===== src/rtl/demux_1_4.sv =====
// 1-to-4 demultiplexer: steers I onto lane S of Y, all other lanes zero, registered output.
// Define DEMUX_1_4_COMB_BYPASS_EN to remove the output register (Y combinational, clk unused).
module demux_1_4 #(
    parameter int DATA_W = 1
) (
    input  logic                  clk,
    input  logic                  rst,
    input  logic [DATA_W-1:0]     I,
    input  logic [1:0]            S,
    output logic [4*DATA_W-1:0]   Y
);

    logic [4*DATA_W-1:0] y_next;

    // Per-lane compare so an unknown S propagates X rather than silently selecting a lane.
    always_comb begin
        y_next = '0;
        for (int unsigned k = 0; k < 4; k++) begin
            y_next[k*DATA_W +: DATA_W] = (S == 2'(k)) ? I : '0;
        end
    end

`ifdef DEMUX_1_4_COMB_BYPASS_EN
    always_comb begin
        Y = rst ? '0 : y_next;
    end
`else
    always_ff @(posedge clk or posedge rst) begin
        if (rst) begin
            Y <= '0;
        end else begin
            Y <= y_next;
        end
    end
`endif

endmodule


===== config.mk =====
export PLATFORM = sky130hd
export DESIGN_NAME = demux_1_4
export DESIGN_NICKNAME = d
export VERILOG_FILES = /design/src/rtl/demux_1_4.sv
export SDC_FILE = /design/constraint.sdc
export NUM_CORES = 1
export LEC_CHECK = 0
export ABC_AREA = 1
export CORE_AREA = 2 2 39 41
export CTS_CLUSTER_SIZE = 16
export DETAILED_ROUTE_END_ITERATION = 10
export DIE_AREA = 0 0 41 43
export SKIP_LAST_GASP = 1
export SYNTH_ARGS = -nofsm -noshare
export SYNTH_HDL_FRONTEND = slang
export SYNTH_SLANG_ARGS = --single-unit

===== constraint.sdc =====
create_clock -name clk -period 0.8 [get_ports clk]
set_clock_uncertainty 0.15 [all_clocks]
set_input_delay 0.12 -clock clk [delete_from_list [all_inputs] [get_ports clk]]
set_output_delay 0.12 -clock clk [all_outputs]
set_load 0.01 [all_outputs]

---- After elaboration in Yosys (flattened, before gate mapping) ----
Cells that the tools add are included.
word-level totals
  input bits .............................. 5
  word-level logic and storage cells ...... 9
  register bits after elaboration ......... 4
  output and inout port bits .............. 4
cells by class
  equal/unequal tests ..................... 3
  muxes and demuxes ....................... 4
  reduce and logical (&&, ||, !) cells .... 1
operator list
  kind                                                 count
  equality test 2 bit, second input constant           2
  two-way mux 1 bit                                    4
  equality test 2 x 1 -> 1 bit, second input constant  1
  zero test 2 bit                                      1

---- Logic depth before layout (Yosys ltp) ----
  word-level depth ........................ 2
  mapped depth ............................ 3
  mapped depth without buffers ............ 3

---- Worst setup path after synthesis ----
OpenSTA, ideal clock, no wires.
  path kind ............................... register to output
  start ................................... register Y[0]
  end ..................................... output port Y[0]
  slack ................................... 0.154 ns
  path buffers ............................ 0
  arrival time ............................ 0.376 ns
  stages on the path, launching flop included .. 1
  path through ............................ dfrtp_1
RTL lines
  element                 RTL line  source
  start, declared         10        output logic [4*DATA_W-1:0] Y
  start signal, assigned  32        Y <= y_next;
No word-level cell between the ends.

---- Worst setup path in the final report ----
  start ................................... register Y[1]
  end ..................................... output port Y[1]
No word-level cell between the ends.

==> reports/qor.yml <==
synth_top_family_by_area: "simple AND/OR/NAND/NOR gates"
path_cells: "buf_6"
status: "finished, violations left"
syn-num-nets: 18
ys_ff_latch: 4
placed_cells: 37
synth-xor-area-share_pct: 0
critical_path.endpoint_type: "output port"
rows: 14
numPortBuffers: 8
setup_viol_count_final: 4
grt_pass1_wl_um: 393
syn_area_um2: 134
timing.final.crit_period_ns: 0.981
ios: 9
critPathTopFamily: "flip-flops"
rsz0062_at_grt: "true"
largest_register_ff_count: 4
synthMuxAreaShare_pct: 0
cts_root_buf: "clkbuf_4"
synth_compound_area_share_pct: 0
p_clk_share_pct: 48.3
nets: 31
die_area_um2: 1760
grt_overflow: 0
cts_tree: "yes"
drt_pass1_iterations: 2
slew-limit-headroom_pct: 90.7
required_ns: 0.53
path_clk_slew_ns: 0.04
ys.flop_type: "dfrtp_1"
areaGrowthSynthToFinish_pct: 86.9
via_count: 105
drtAntennaViolNets: 0
via_per_inst: 2.63
dp_worst_setup_slack_ns: -0.300
fp.dieH_um: 43
seq_area_frac_synth_pct: 74.8
finalPower_mw: 0.507
yosysTopAreaCellShare_pct: 74.8
failed_checks: "hold timing, setup timing"
p_leak_nw: 0.152
cts.path.max_buffers: 2
clock-sinks: 4
critPathSlowestCell: "dfrtp_1"
critPathMaxFanout: 1
crit_type: "reg -> out"
drv_cap: 0
stdcell_count: 40
vdd_drop_max_uv: 322
synth.distinct_cells: 4
hp-class: "in -> async"
worst_slew_pin_slew_ns: 0.140
synthArstFlopShare_pct: 100
drive_gt1_share_pct: 33.3
p_switching_mw: 0.101
grt_pass1_vias: 107
worst_slack_ns: -0.181
start_util_pct: 9.67
netlist_instances: 13
final_area_um2: 250
ys_top_cells_by_count: "dfrtp_1 (4), nor2_1 (4), inv_1 (3)"
fmax_ghz: 1.02
top_regs: "Y: 4 flops"
core_um2: 1380
cts-htree-levels: 1
p_comb_share_pct: 9.7
filler_cell_count: 164
drc: 0
hold-worst-slack_ns: -0.0815
crit_path_start_kind: "flop"
finalCritPeriodShare_pct: 123
synth-edff-count: 0
internal_power_mw: 0.406
placed_area_um2: 234
hold_viol_final: 6
wl_per_cell_um: 6.38
p_sw_share_pct: 20.0
place_congestion: 0.561
largest_register: "Y"
wl_um: 255
grt_max_degree: 5
post-cts-setup-buffers: 0
grt_antenna_before_repair: 0
die_w_um: 41
cpPeakStageDelay_ns: 0.36
pwr-share-seq_pct: 42.0
finalMaxSlewViolations: 0
synthSimpleGateAreaFrac_pct: 16.8
synthAdderAreaFrac_pct: 0
avgSynthCellArea_um2: 10.3
cp_num_buf_inv: 1
synth_top_cell_by_area: "dfrtp_1"
antennaDiodeCount: 0
numCtsBuffers: 3
crit_arrival_ns: 0.71
groute.usage.overall_pct: 4.12
drt_iter0_drc: 5
yosysWarnings: 0
power_density_nw_per_um2: 2030
synthTopCellsByArea: "dfrtp_1 (75%), nor2_1 (11%), inv_1 (8.4%)"
## kinds of logic after synthesis
kind of cell	Yosys count
DFF	4
buffers and inverters	3
and+or+nand+nor	6
## worst paths after layout
kind	start	endpoint	slack [ns]	cells past startpoint
worst max-delay path	Y[1]	Y[1]	-0.18	1
worst min-delay path	rst	Y[3]	-0.08	2
max in group asynchronous	rst	Y[2]	0.44	2
min in group clk	S[0]	Y[0]	-0.04	2
## metal layers
layer | global-route usage (%) | part of all wire (%) | wire length [um]
met1 | 4.19 | 43 | 110
met4 | 8.00 | 0 | 0
met2 | 3.13 | 42 | 107
met3 | 3.14 | 14 | 36
met5 | 0 | 0 | 0
## power by group through the flow
stage,Sequential [mW],Clock [mW],Combinational [mW]
detailed placement,0.215,0,0.0551
CTS,0.212,0.261,0.0479
floorplan,0.220,0,0.0117
finish,0.213,0.245,0.0494
global route,0.213,0.274,0.0558
global placement,0.215,0,0.0544
## what timing repair did
| action | 4_1_cts | 5_1_grt |
|---|---|---|
| gates resized for setup | 16 | 4 |
| pin swaps | 0 | 0 |
| endpoints found under the setup margin | 4 | 6 |
| gates cloned | 0 | 0 |
| hold endpoints to repair | 4 | 6 |
## metrics by stage
step / setup TNS, ns / util (%)
finish: -0.708 / 18.1
global route: -0.828 / 18.1
CTS: -0.762 / 17.1
detailed placement: -1.99 / 16.9
global placement: -1.96 / 16.9
floorplan: 0 / -
## placed cells by master (no fill, tap or decap)
cell type,count
clkbuf_4,3
buf_6,1
buf_2,3
clkdlybuf4s50_1,2
dfrtp_1,4
nand2_1,1
inv_1,3
nand2_2,1
nor2_1,4
dlymetal6s2s_1,2
## cell type report
class                           count  area (um^2)  share of cell area (%)
Tap cell                           16         20.0                    8.00
Sequential cell                     4          100                    40.0
Multi-Input combinational cell      6         25.0                    10.0
Inverter                            3         11.3                    4.50
Timing Repair Buffer                8         71.3                    28.5
Clock buffer                        3         22.5                    9.00
Power figures use the tool's default switching activity.
